**src/rtl/ahb2apb_pkg.sv**
```systemverilog
// Shared types and constants for the AHB-Lite to APB4 bridge.
package ahb2apb_pkg;

  typedef enum logic [1:0] {
    TransIdle   = 2'd0,
    TransBusy   = 2'd1,
    TransNonseq = 2'd2,
    TransSeq    = 2'd3
  } htrans_e;

  typedef enum logic [2:0] {
    SizeByte  = 3'd0,
    SizeHalf  = 3'd1,
    SizeWord  = 3'd2,
    SizeDword = 3'd3,
    Size4Word = 3'd4,
    Size8Word = 3'd5,
    Size512   = 3'd6,
    Size1024  = 3'd7
  } hsize_e;

  typedef enum logic [2:0] {
    BrIdle   = 3'd0,
    BrSetup  = 3'd1,
    BrAccess = 3'd2,
    BrDone   = 3'd3,
    BrErr1   = 3'd4,
    BrErr2   = 3'd5
  } bridge_state_e;

  localparam logic [1:0] HTRANS_NONSEQ = 2'b10;
  localparam logic [1:0] HTRANS_SEQ    = 2'b11;

endpackage

```
**src/rtl/ahb2apb_if.sv**
```systemverilog
// AHB-Lite slave port plus APB4 master port of the bridge, bundled as one interface.
// hresp exists only when AHB2APB_HRESP_EN is defined.
interface ahb2apb_if #(
  parameter int unsigned AHB_AW = 32,
  parameter int unsigned AHB_DW = 32,
  parameter int unsigned APB_AW = 32
) ();
  logic              hsel;
  logic [AHB_AW-1:0] haddr;
  logic [1:0]        htrans;
  logic              hwrite;
  logic [2:0]        hsize;
  logic [2:0]        hburst;
  logic [AHB_DW-1:0] hwdata;
  logic              hready;
  logic              hreadyout;
  logic [AHB_DW-1:0] hrdata;
`ifdef AHB2APB_HRESP_EN
  logic              hresp;
`endif
  logic [APB_AW-1:0] paddr;
  logic              psel;
  logic              penable;
  logic              pwrite;
  logic [AHB_DW-1:0] pwdata;
  logic [3:0]        pstrb;
  logic [AHB_DW-1:0] prdata;
  logic              pready;
  logic              pslverr;

`ifdef AHB2APB_HRESP_EN
  modport slave (
    input  hsel, haddr, htrans, hwrite, hsize, hburst, hwdata, hready, prdata, pready, pslverr,
    output hreadyout, hrdata, hresp, paddr, psel, penable, pwrite, pwdata, pstrb
  );
  modport master (
    output hsel, haddr, htrans, hwrite, hsize, hburst, hwdata, hready, prdata, pready, pslverr,
    input  hreadyout, hrdata, hresp, paddr, psel, penable, pwrite, pwdata, pstrb
  );
`else
  modport slave (
    input  hsel, haddr, htrans, hwrite, hsize, hburst, hwdata, hready, prdata, pready, pslverr,
    output hreadyout, hrdata, paddr, psel, penable, pwrite, pwdata, pstrb
  );
  modport master (
    output hsel, haddr, htrans, hwrite, hsize, hburst, hwdata, hready, prdata, pready, pslverr,
    input  hreadyout, hrdata, paddr, psel, penable, pwrite, pwdata, pstrb
  );
`endif

endinterface

```
**src/rtl/ahb2apb_strb.sv**
```systemverilog
// APB4 byte-strobe decode from the registered transfer attributes; reads never strobe.
module ahb2apb_strb
  import ahb2apb_pkg::*;
(
  input  logic       i_hwrite,
  input  logic [2:0] i_hsize,
  input  logic [1:0] i_addr_lo,
  output logic [3:0] o_pstrb
);
  hsize_e w_size;

  assign w_size = hsize_e'(i_hsize);

  always_comb begin
    o_pstrb = 4'h0;
    if (i_hwrite) begin
      case (w_size)
        SizeByte: o_pstrb = 4'b0001 << i_addr_lo;
        SizeHalf: o_pstrb = 4'b0011 << {i_addr_lo[1], 1'b0};
        default:  o_pstrb = 4'hF;
      endcase
    end
  end

endmodule

```
**src/rtl/ahb2apb_bridge.sv**
```systemverilog
// AHB-Lite to APB4 bridge: one APB SETUP/ACCESS transfer per accepted AHB transfer.
// Define AHB2APB_HRESP_EN to add hresp and map pslverr onto a two-cycle AHB ERROR response.
module ahb2apb_bridge
  import ahb2apb_pkg::*;
#(
  parameter int unsigned AHB_AW = 32,
  parameter int unsigned AHB_DW = 32,
  parameter int unsigned APB_AW = 32
) (
  input  logic     clk,
  input  logic     reset_n,
  ahb2apb_if.slave bus
);
  localparam logic [2:0] S_IDLE   = BrIdle;
  localparam logic [2:0] S_SETUP  = BrSetup;
  localparam logic [2:0] S_ACCESS = BrAccess;
  localparam logic [2:0] S_DONE   = BrDone;
  localparam logic [2:0] S_ERR1   = BrErr1;
  localparam logic [2:0] S_ERR2   = BrErr2;

  logic [2:0]        r_state;
  logic [2:0]        w_state_nxt;
  logic [APB_AW-1:0] r_paddr;
  logic              r_pwrite;
  logic [2:0]        r_hsize;
  logic [AHB_DW-1:0] r_pwdata;
  logic [AHB_DW-1:0] r_hrdata;
  logic [AHB_AW-1:0] w_haddr;
  logic              w_ready_state;
  logic              w_trans_valid;
  logic              w_accept;
  logic              w_complete;
  logic              w_err;
  logic              w_unused;

  assign w_haddr       = bus.haddr;
  assign w_ready_state = (r_state == S_IDLE) | (r_state == S_DONE) | (r_state == S_ERR2);
  assign w_trans_valid = (bus.htrans == HTRANS_NONSEQ) | (bus.htrans == HTRANS_SEQ);
  // Only sample a new address phase while this slave is signalling ready.
  assign w_accept      = bus.hsel & bus.hready & w_trans_valid & w_ready_state;
  assign w_complete    = (r_state == S_ACCESS) & bus.pready;

`ifdef AHB2APB_HRESP_EN
  assign w_err     = bus.pslverr;
  assign bus.hresp = (r_state == S_ERR1) | (r_state == S_ERR2);
  assign w_unused  = ^{bus.hburst, w_haddr};
`else
  assign w_err     = 1'b0;
  assign w_unused  = ^{bus.hburst, w_haddr, bus.pslverr};
`endif

  always_comb begin
    w_state_nxt = r_state;
    case (r_state)
      S_IDLE, S_DONE, S_ERR2: w_state_nxt = w_accept ? S_SETUP : S_IDLE;
      S_SETUP:                w_state_nxt = S_ACCESS;
      S_ACCESS: begin
        if (bus.pready) w_state_nxt = w_err ? S_ERR1 : S_DONE;
      end
      S_ERR1:                 w_state_nxt = S_ERR2;
      default:                w_state_nxt = S_IDLE;
    endcase
  end

  always_ff @(posedge clk or negedge reset_n) begin
    if (!reset_n) begin
      r_state  <= S_IDLE;
      r_paddr  <= '0;
      r_pwrite <= 1'b0;
      r_hsize  <= 3'd0;
      r_pwdata <= '0;
      r_hrdata <= '0;
    end else begin
      r_state <= w_state_nxt;
      if (w_accept) begin
        r_paddr  <= w_haddr[APB_AW-1:0];
        r_pwrite <= bus.hwrite;
        r_hsize  <= bus.hsize;
      end
      // hwdata belongs to the data phase, which coincides with SETUP.
      if ((r_state == S_SETUP) && r_pwrite) r_pwdata <= bus.hwdata;
      if (w_complete && !w_err && !r_pwrite) r_hrdata <= bus.prdata;
    end
  end

  ahb2apb_strb u_strb (
    .i_hwrite  (r_pwrite),
    .i_hsize   (r_hsize),
    .i_addr_lo (r_paddr[1:0]),
    .o_pstrb   (bus.pstrb)
  );

  assign bus.hreadyout = w_ready_state;
  assign bus.hrdata    = r_hrdata;
  assign bus.paddr     = r_paddr;
  assign bus.psel      = (r_state == S_SETUP) | (r_state == S_ACCESS);
  assign bus.penable   = (r_state == S_ACCESS);
  assign bus.pwrite    = r_pwrite;
  assign bus.pwdata    = r_pwdata;

endmodule

```
**src/flat_wrapper.sv**
```systemverilog
// flat-port wrapper written by rule: the top's interface ports become plain ports
module ahb2apb_bridge_flat import ahb2apb_pkg::*;
#(
  parameter int unsigned AHB_AW = 32,
  parameter int unsigned AHB_DW = 32,
  parameter int unsigned APB_AW = 32
)
  (clk, reset_n, bus_hsel, bus_haddr, bus_htrans, bus_hwrite, bus_hsize, bus_hburst, bus_hwdata, bus_hready, bus_prdata, bus_pready, bus_pslverr, bus_hreadyout, bus_hrdata, bus_paddr, bus_psel, bus_penable, bus_pwrite, bus_pwdata, bus_pstrb);
  ahb2apb_if #(.AHB_AW(AHB_AW), .AHB_DW(AHB_DW), .APB_AW(APB_AW)) bus_i ();
  input  logic clk;
  input  logic reset_n;
  input wire logic [$bits(bus_i.hsel)-1:0] bus_hsel;
  input wire logic [$bits(bus_i.haddr)-1:0] bus_haddr;
  input wire logic [$bits(bus_i.htrans)-1:0] bus_htrans;
  input wire logic [$bits(bus_i.hwrite)-1:0] bus_hwrite;
  input wire logic [$bits(bus_i.hsize)-1:0] bus_hsize;
  input wire logic [$bits(bus_i.hburst)-1:0] bus_hburst;
  input wire logic [$bits(bus_i.hwdata)-1:0] bus_hwdata;
  input wire logic [$bits(bus_i.hready)-1:0] bus_hready;
  input wire logic [$bits(bus_i.prdata)-1:0] bus_prdata;
  input wire logic [$bits(bus_i.pready)-1:0] bus_pready;
  input wire logic [$bits(bus_i.pslverr)-1:0] bus_pslverr;
  output wire logic [$bits(bus_i.hreadyout)-1:0] bus_hreadyout;
  output wire logic [$bits(bus_i.hrdata)-1:0] bus_hrdata;
  output wire logic [$bits(bus_i.paddr)-1:0] bus_paddr;
  output wire logic [$bits(bus_i.psel)-1:0] bus_psel;
  output wire logic [$bits(bus_i.penable)-1:0] bus_penable;
  output wire logic [$bits(bus_i.pwrite)-1:0] bus_pwrite;
  output wire logic [$bits(bus_i.pwdata)-1:0] bus_pwdata;
  output wire logic [$bits(bus_i.pstrb)-1:0] bus_pstrb;
  assign bus_i.hsel = bus_hsel;
  assign bus_i.haddr = bus_haddr;
  assign bus_i.htrans = bus_htrans;
  assign bus_i.hwrite = bus_hwrite;
  assign bus_i.hsize = bus_hsize;
  assign bus_i.hburst = bus_hburst;
  assign bus_i.hwdata = bus_hwdata;
  assign bus_i.hready = bus_hready;
  assign bus_i.prdata = bus_prdata;
  assign bus_i.pready = bus_pready;
  assign bus_i.pslverr = bus_pslverr;
  assign bus_hreadyout = bus_i.hreadyout;
  assign bus_hrdata = bus_i.hrdata;
  assign bus_paddr = bus_i.paddr;
  assign bus_psel = bus_i.psel;
  assign bus_penable = bus_i.penable;
  assign bus_pwrite = bus_i.pwrite;
  assign bus_pwdata = bus_i.pwdata;
  assign bus_pstrb = bus_i.pstrb;
  ahb2apb_bridge #(.AHB_AW(AHB_AW), .AHB_DW(AHB_DW), .APB_AW(APB_AW)) u_core (.clk(clk), .reset_n(reset_n), .bus(bus_i));
endmodule
```
**config.mk**
```make
export PLATFORM = sky130hd
export DESIGN_NAME = ahb2apb_bridge_flat
export DESIGN_NICKNAME = d
export VERILOG_FILES = /design/src/rtl/ahb2apb_pkg.sv /design/src/rtl/ahb2apb_if.sv /design/src/rtl/ahb2apb_strb.sv /design/src/rtl/ahb2apb_bridge.sv /design/src/flat_wrapper.sv
export SDC_FILE = /design/constraint.sdc
export NUM_CORES = 1
export LEC_CHECK = 0
export BUFFER_PORTS_ARGS = -buffer_cell sky130_fd_sc_hd__buf_2
export CELL_PAD_IN_SITES_DETAIL_PLACEMENT = 1
export CELL_PAD_IN_SITES_GLOBAL_PLACEMENT = 1
export CORE_MARGIN = 1
export CORE_UTILIZATION = 38
export CTS_CLUSTER_DIAMETER = 40
export DETAILED_ROUTE_END_ITERATION = 6
export HOLD_SLACK_MARGIN = 0.05
export PLACE_DENSITY = 0.86
export SLEW_MARGIN = 10
export SYNTH_ARGS = -nofsm -noshare
export SYNTH_HDL_FRONTEND = slang
export SYNTH_SLANG_ARGS = --single-unit
```
**constraint.sdc**
```tcl
create_clock -name clk -period 3.2 [get_ports clk]
set_input_delay 0.64 -clock clk [delete_from_list [all_inputs] [get_ports clk]]
set_output_delay 0.64 -clock clk [all_outputs]
set_load 0.01 [all_outputs]
```
* After elaboration in Yosys (flattened, before gate mapping)
Index checks and enable logic that the tools add are counted.
** Cells by class
- Shift operators :: 2
- Multiplexer cells :: 5
- Bitwise logic cells :: 8
- Reduce and logical (&&, ||, !) cells :: 6
- Equal/unequal tests :: 9
** Operators by type and width (number)
- one-hot mux 3 bit (4 select lines) :: 1
- one-hot mux 4 bit (2 select lines) :: 1
- == test 3 x 1 -> 1 bit, second input constant :: 2
- == test 3 x 2 -> 1 bit, second input constant :: 2
- == test 3 bit, second input constant :: 2
- logical NOT 3 bit :: 2
- AND 1 bit :: 4
- == test 2 bit, second input constant :: 2
- two-way mux 4 bit :: 1
- OR 1 bit :: 4
- << shifter 1 x 2 -> 4 bit, first input constant :: 1
- << shifter 2 x 2 -> 4 bit, first input constant :: 1
- two-way mux 3 bit :: 1
- OR reduction 3 bit :: 1
- logical AND 1 bit :: 2
- inequality test 2 bit, second input constant :: 1
- logical NOT 1 bit :: 1
- two-way mux 1 bit :: 1
** Storage, ports and cells
- Register bits :: 103
- Word-level logic and storage cells :: 36
- Bits of input ports :: 111

* Longest topological paths before layout
Gate-level depths: netlist (run 1).
- Depth in word-level cells :: 6
- Mapped depth :: 6
- Depth with buffers taken out :: 4

* Hierarchy
From an unflattened synthesis (run 1), not the netlist that was laid out.
** Second synthesis, totals
- Cells, all modules :: 235
- Area total of the unflattened synthesis :: 4071.4 um2
** Modules (own cells, without submodules)
- ahb2apb_bridge :: area each 4022.6 um2, cells each 226, times used 1, seq. area each 2577.5 um2
- ahb2apb_strb :: area each 48.8 um2, cells each 9, times used 1, seq. area each 0.0 um2

* Least setup slack after synthesis (run 1)
Ideal clock, no wire load.
- Kind :: input port to flip-flop
- From :: input bus_htrans[1]
- To :: register u_core.r_paddr[10] (netlist: u_core.bus.paddr[10])
- Required time :: 3075 ps
- Path slack :: 1483 ps
- Library setup time :: 125 ps
- Buffers on the path :: 1
- Stages :: 4
- Arrival time :: 1592 ps
- Cell sequence :: nand3_1 > a21oi_4 > buf_12 > mux2_4
** Between the ends
- Longest elaborated chain between the ends :: 4
** RTL lines
- from (decl) :: RTL line flat_wrapper.sv:14 : input wire logic [$bits(bus_i.htrans)-1:0] bus_htrans;
- == test 2 bit :: RTL line ahb2apb_bridge.sv:38 : assign w_trans_valid = (bus.htrans == HTRANS_NONSEQ) | (bus.htrans == HTRANS_SEQ);
- OR 1 bit * :: RTL line ahb2apb_bridge.sv:38
- AND 1 bit * (2 in series) :: RTL line ahb2apb_bridge.sv:40 : assign w_accept = bus.hsel & bus.hready & w_trans_valid & w_ready_state;
- to (signal assigned) :: RTL line ahb2apb_bridge.sv:76 : r_paddr <= w_haddr[APB_AW-1:0];
- to (decl) :: RTL line ahb2apb_bridge.sv:23 : logic [APB_AW-1:0] r_paddr;
Every way passes the cells marked *; elsewhere a longest branch is shown, timed or not.
A chain may end at the register's enable or synchronous reset.

* Worst setup path after layout (run 1)
- From :: register u_core.r_state[1]
- To :: register u_core.r_hrdata[8] (netlist: u_core.bus.hrdata[8])
** Between the ends
- Longest elaborated chain between the ends :: 3
** RTL lines
- from (decl) :: RTL line ahb2apb_bridge.sv:21 : logic [2:0] r_state;
- from (signal assigned) :: RTL line ahb2apb_bridge.sv:74 : r_state <= w_state_nxt;
- == test 3 x 2 -> 1 bit :: RTL line ahb2apb_bridge.sv:41 : assign w_complete = (r_state == S_ACCESS) & bus.pready;
- AND 1 bit :: RTL line ahb2apb_bridge.sv:41
- logical AND 1 bit :: RTL line ahb2apb_bridge.sv:82 : if (w_complete && !w_err && !r_pwrite) r_hrdata <= bus.prdata;
- to (signal assigned) :: RTL line ahb2apb_bridge.sv:82
- to (decl) :: RTL line ahb2apb_bridge.sv:27 : logic [AHB_DW-1:0] r_hrdata;
No other way between the ends.

==> results of run 1 <==
==> power breakdown <==
group | internal (W) | total (W) | switching (W) | leakage, nW
registers | 0.00195 | 0.00235 | 0.000395 | 1.23
logic | 0.00127 | 0.00232 | 0.00105 | 1.43
clock network | 0.000379 | 0.000813 | 0.000434 | 0.0981
total | 0.00361 | 0.00548 | 0.00188 | 2.77
==> flip-flops by register name, indices dropped and copies added, names as in the netlist <==
signal,count
u_core.bus.pwdata,32
u_core.bus.paddr,32
u_core.bus.hrdata,32
u_core.r_hsize,3
u_core.bus.pwrite,1
u_core.r_state,3
==> routing by layer <==
metal	track usage, %	vias up	part of all wire, %	routed length (um)
met1	21.0	1426	38	3810
met3	4.17	18	6.7	671
met5	0	-	0	0
li1	-	1283	-	-
met4	7.24	0	2.1	210
met2	33.8	124	53	5390
==> layout by cell type (no fill, tap or decap), drive strengths merged <==
master,netlist,routed
a21boi,2,2
a21oi,2,2
a221oi,1,1
and2,1,1
buf,12,213
bufinv,0,1
clkbuf,0,10
clkinv,0,3
clkinvlp,0,2
dfrtp,103,103
inv,2,2
mux2,100,100
nand2,2,2
nand2b,1,1
nand3,1,1
nand3b,2,2
nor2,5,5
nor3,2,2
nor3b,2,2
o21ai,3,3
o21bai,1,1
o31a,1,1
xnor2,2,2
==> area by class of cell <==
class	count	area [um^2]
Inverter	2	7.51
Clock buffer	10	138
Tap cell	136	170
Fill cell	1140	4970
Multi-Input combinational cell	128	1450
Clock inverter	6	60.1
Timing Repair Buffer	213	1090
Sequential cell	103	2580
==> stage by stage <==
step | hold WS (ns) | area [um^2]
2_1_floorplan | 0.344 | 4140
3_3_place_gp | 0.466 | 5290
3_5_place_dp | 0.488 | 5290
4_1_cts | 0.298 | 5490
5_1_grt | 0.324 | 5490
6_report | 0.280 | 5490
==> how the worst min path moves through the flow <==
stage | cells after the start | slack, ns | start | end
after floorplan | 0 | 0.34 | reset_n | u_core.bus.hrdata[0]$_DFFE_PN0P_
after global placement | 1 | 0.47 | u_core.bus.pwdata[7]$_DFFE_PN0P_ | u_core.bus.pwdata[7]$_DFFE_PN0P_
after detailed placement | 1 | 0.49 | u_core.bus.hrdata[19]$_DFFE_PN0P_ | u_core.bus.hrdata[19]$_DFFE_PN0P_
after CTS | 1 | 0.30 | reset_n | u_core.bus.pwdata[22]$_DFFE_PN0P_
after global routing | 1 | 0.32 | reset_n | u_core.bus.pwdata[25]$_DFFE_PN0P_
final | 1 | 0.28 | reset_n | u_core.bus.pwdata[28]$_DFFE_PN0P_
==> cell usage after synthesis (2+ instances only) <==
cell type,instances,area (um^2)
inv_1,2,7.51
nand2_1,2,7.51
buf_2,7,35.0
mux2_4,30,450
mux2_1,2,22.5
buf_12,3,60.1
a21boi_0,2,15.0
mux2_2,68,766
o21ai_0,3,15.0
dfrtp_1,103,2580
nor2_1,5,18.8
buf_6,2,22.5
==> critical path, stage by stage, from the launching register on <==
cell	delay, ns
dfrtp_1	0.53
nor3b_2	0.29
nand3b_2	0.64
mux2_2	0.53
==> kinds of logic after synthesis <==
| logic type | after synthesis | synth area share (%) |
|---|---|---|
| AO/OA/AOI/OAI | 10 | 1.84 |
| XOR/XNOR | 2 | 0.604 |
| buffers and inverters | 14 | 3.02 |
| flip-flops | 103 | 62.2 |
| multiplexers | 100 | 29.9 |
| AND/OR/NAND/NOR | 16 | 2.42 |
==> results.md, run 1 <==
* Status: complete, no violations
* Final WL at 10100 um
* I/O pin total at around 220
* CTS Hold Bufs at 0
* Max-Cap Viols at 0
* Die Width at 106 um
* Worst setup EP type: flop
* Register area share after synthesis at roughly 62%
* Resized cells post-CTS at 0
* CP Class: flop to flop
* Root Driver: clkbuf_8
* Pre-CTS setup slack at about 1.1 ns
* Fmax achieved at 472 MHz
* Peak VDD IR at 421 uV
* R2r startpoint: u_core.r_state[1]$_DFFE_PN0P_
* Total power at roughly 0.0055 W
* Flops & latches, synth at 103
* Area of the die at approximately 0.011 mm^2
* Final WS setup at between 1 and 1.5 ns
* Ant diodes at 0
* Asr flop ratio synth at 100%
* R2R setup slack at around 1.1 ns
* Synthesized area per cell at ~17 um^2
* Slew margin rel. at 44.2%
* Max Buffers Root-to-Sink at 2
* CTS clk-pin slew, worst paths at 0.09 ns
* Layout cell share with drive strength beyond 1 at ~70%
* Inserted Clock Buffers at 9
* CTS tree: yes
* Final Util at ~52%
* Inst Count DP at around 580
* Skew final at 0.0105 ns
* Initial antenna violation count at 0
* DR pass1 iterations at 2
* Die height at roughly 110 um
* Core area at 0.0105 mm^2
* CP required at around 3.4 ns
* Fin crit share at 66.2%
* Nets at approximately 570
* Antenna-violating nets left at 0
* Avg Vias per Cell at around 4.8
* Non-filler cells, final at roughly 600
* DR iter-0 viols at 90
* Vias in the first global route at 3196
* Syn-to-layout area delta at 32.5%
* First-pass GRT wire length at around 16000 um
* FF-to-FF path depth at 3
* Setup-failing EPs final at 0
* Largest net degree at the start of global routing at 58
* Routability congestion estimate at around 0.7
* Worst skew pair latency at 0.36 ns
* Yosys cell types at 28
* Pwr dens at 999 mW/mm^2
* Post-synth EDFFs at 0
* Routed vias at between 2000 and 3000
* Worst Setup EP: u_core.bus.hrdata[8]$_DFFE_PN0P_
* Top FF cell, synth: dfrtp_1
* Hold Vio Cnt, Final at 0
* Worst Setup SP: u_core.r_state[1]$_DFFE_PN0P_
* Crit path DAT at about 2.4 ns
* Clk sink count at a little over 100
* Post-Synthesis Cells at between 200 and 250
* Total GRT Usage at a little under a fifth
* Htree depth at 3
* Std cell rows at 37
* HP Class: input pin to async pin
* RSZ-0062 raised after global routing: no
* DRC Markers at 0
* Synth Net Count at ~360
* Congestion Overflow GR at 0
* Startpoint Class: flop
* Min Tclk post-route at around 2.1 ns
* Post-CTS setup repair buffer count at 0
* Routed len/inst at 16.9 um
* Starting Density at approximately two fifths
* Port bufs at 209
* HPWL Detailed at just under 8000 um
* Syn. warnings at 0
* Worst Path Max Fanout at 32
* R2R Path End: u_core.bus.hrdata[8]$_DFFE_PN0P_
* Syn Std Cell Area at just over 0.004 mm^2
* Setup TNS at 0 ns
* Leakage at approximately 2.8 nW
* Fin. max-slew vios at 0
* Measured slew at the worst slew-check pin at around 0.83 ns
(Power assumes the default switching activity.)
==> run 2: changes to the inputs <==
--- a/config.mk
+++ b/config.mk
@@ -9,11 +9,11 @@
 export CELL_PAD_IN_SITES_DETAIL_PLACEMENT = 1
 export CELL_PAD_IN_SITES_GLOBAL_PLACEMENT = 1
 export CORE_MARGIN = 1
-export CORE_UTILIZATION = 38
+export CORE_UTILIZATION = 32
 export CTS_CLUSTER_DIAMETER = 40
 export DETAILED_ROUTE_END_ITERATION = 6
 export HOLD_SLACK_MARGIN = 0.05
-export PLACE_DENSITY = 0.86
+export PLACE_DENSITY = 0.77
 export SLEW_MARGIN = 10
 export SYNTH_ARGS = -nofsm -noshare
 export SYNTH_HDL_FRONTEND = slang
==> constraint.sdc (replaced) <==
create_clock -name clk -period 1.9 [get_ports clk]
set_input_delay 0.38 -clock clk [delete_from_list [all_inputs] [get_ports clk]]
set_output_delay 0.38 -clock clk [all_outputs]
set_load 0.01 [all_outputs]
==> results.md, run 2 (synthesis results as in run 1) <==
* Routability congestion estimate at ~0.66
* CP required at around 1.5 ns
* RSZ-0062 raised after global routing: no
* Startpoint Class: flop
* Leakage at roughly 2.8 nW
* Worst-path cell chain: xnor2_2 > nand2b_2 > nand2_1 > buf_2
* Worst setup EP type: output pin
* Pwr dens at around 1700 mW/mm^2
* HP Class: input pin to flop
* Hold Vio Cnt, Final at 0
* Core area at 0.0126 mm^2
* Resized cells post-CTS at 0
* Root Driver: clkbuf_16
* DR iter-0 viols at between 60 and 70
* Max Used Layer: met4
* Std cell rows at between 40 and 50
* Pre-CTS setup slack at 0.202 ns
* CTS tree: yes
* Met2 Wirelength at a little under 5000 um
* Routed len/inst at 15.2 um
* Final WL at roughly 9700 um
* Fin. max-slew vios at 0
* CP Class: flop to output pin
* Crit path buf inv count at 1
* Slew margin rel. at 71.9%
* Starting Density at roughly a third
* Min Tclk post-route at roughly 1.7 ns
* HPWL Detailed at 7380 um
* Max-Cap Viols at 0
* Die Width at 116 um
* Skew final at 0.00684 ns
* Initial antenna violation count at 0
* Status: complete, no violations
* Congestion Overflow GR at 0
* Vias in the first global route at a little under 3000
* Measured slew at the worst slew-check pin at approximately 0.42 ns
* Most frequent cells in the layout: buf_2 (208), dfrtp_1 (103), mux2_2 (68), mux2_4 (30), clkbuf_16 (9)
* Routed vias at approximately 2800
* Max Buffers Root-to-Sink at 2
* Antenna-violating nets left at 0
* Nets at 573
* Fmax achieved at 577 MHz
* Ant diodes at 0
* Layout cell share with drive strength beyond 1 at 71.6%
* Family with the most delay on the worst path: flip-flops
* Fin crit share at about nine tenths
* Area of the die at roughly 0.013 mm^2
* CTS clk-pin slew, worst paths at roughly 0.06 ns
* Largest net degree at the start of global routing at 60
* DRC Markers at 0
* Crit path DAT at around 1.4 ns
* Slowest cell on the critical path: dfrtp_1
* Avg Vias per Cell at ~4.4
* Worst skew pair latency at about 0.34 ns
* First-pass GRT wire length at roughly 15000 um
* Peak VDD IR at roughly 550 uV
* Die height at roughly 120 um
* Met1 WL at ~3800 um
* Commonest non-fill, non-tap cell in the layout: buf_2
* Setup TNS at 0 ns
* Total GRT Usage at around 15%
* Crit-path max cell delay at ~0.56 ns
* Met3 wire len at approximately 740 um
* Htree depth at 3
* Post-CTS setup repair buffer count at 0
* Setup-failing EPs final at 0
* Port bufs at roughly 210
* DR pass1 iterations at 4
* Syn-to-layout area delta at 37.1%
* Inserted Clock Buffers at 9
* Clk sink count at 103
* Worst Path Max Fanout at 9
* I/O pin total at 215
* Final WS setup at between 0.15 and 0.2 ns
run 2: worst paths after layout:
kind,startpoint,to,slack [ns],depth (start not counted)
max,u_core.r_state[0]$_DFFE_PN0P_,bus_hreadyout,0.17,4
min,bus_hwdata[7],u_core.bus.pwdata[7]$_DFFE_PN0P_,0.26,2
max reg2reg,u_core.r_state[0]$_DFFE_PN0P_,u_core.bus.paddr[13]$_DFFE_PN0P_,0.21,4
min reg2reg,u_core.bus.pwdata[29]$_DFFE_PN0P_,u_core.bus.pwdata[29]$_DFFE_PN0P_,0.49,1
max in group asynchronous,reset_n,u_core.bus.hrdata[23]$_DFFE_PN0P_,0.77,3
min in group asynchronous,reset_n,u_core.bus.pwdata[25]$_DFFE_PN0P_,0.49,2
run 2: where the power goes:
part | leakage (nW) | switching (W) | internal, W
Clock | 0.132 | 0.000729 | 0.000944
Combinational | 1.47 | 0.00176 | 0.00218
Sequential | 1.23 | 0.000620 | 0.00330
run 2: metrics by stage:
| step | instance area [um^2] | power [W] | std cells | utilization [%] | hold WS [ns] |
|---|---|---|---|---|---|
| after floorplan | 4140 | 0.00625 | 245 | - | 0.0844 |
| final | 5680 | 0.00953 | 637 | 45.0 | 0.259 |
| after CTS | 5680 | 0.00971 | 637 | 45.0 | 0.245 |
| after global routing | 5680 | 0.0102 | 637 | 45.0 | 0.250 |
| after global placement | 5410 | 0.00777 | 622 | 42.8 | 0.305 |
| after detailed placement | 5410 | 0.00796 | 622 | 42.8 | 0.314 |
run 2: layout make-up:
class / count / area (um^2)
clock inverter: 1 / 5.00
sequential: 103 / 2580
clock buffer: 13 / 260
tap: 172 / 215
fill: 1389 / 6940
timing repair buffer: 218 / 1170
multi-input combinational: 128 / 1450
inverter: 2 / 7.51
run 2: repair_timing:
item	4_1_cts	5_1_grt
hold buffers	1	0
hold endpoints to repair	24	0
endpoints found under the setup margin	0	0
run 2: worst register-to-register path: cells and delay by family, from the launching register on:
family / cells / cell delay, ns
AOI/OAI and AO/OA: 1 / 0.26
buffers and inverters: 1 / 0.23
and+or+nand+nor: 1 / 0.21
DFF: 1 / 0.56
muxes: 1 / 0.33
run 2: per-layer routing:
layer,global-route usage [%],vias to the layer above
li1,-,1294
met1,16.9,1382
met2,25.8,110
met3,4.13,11
met4,6.92,0
met5,0,-
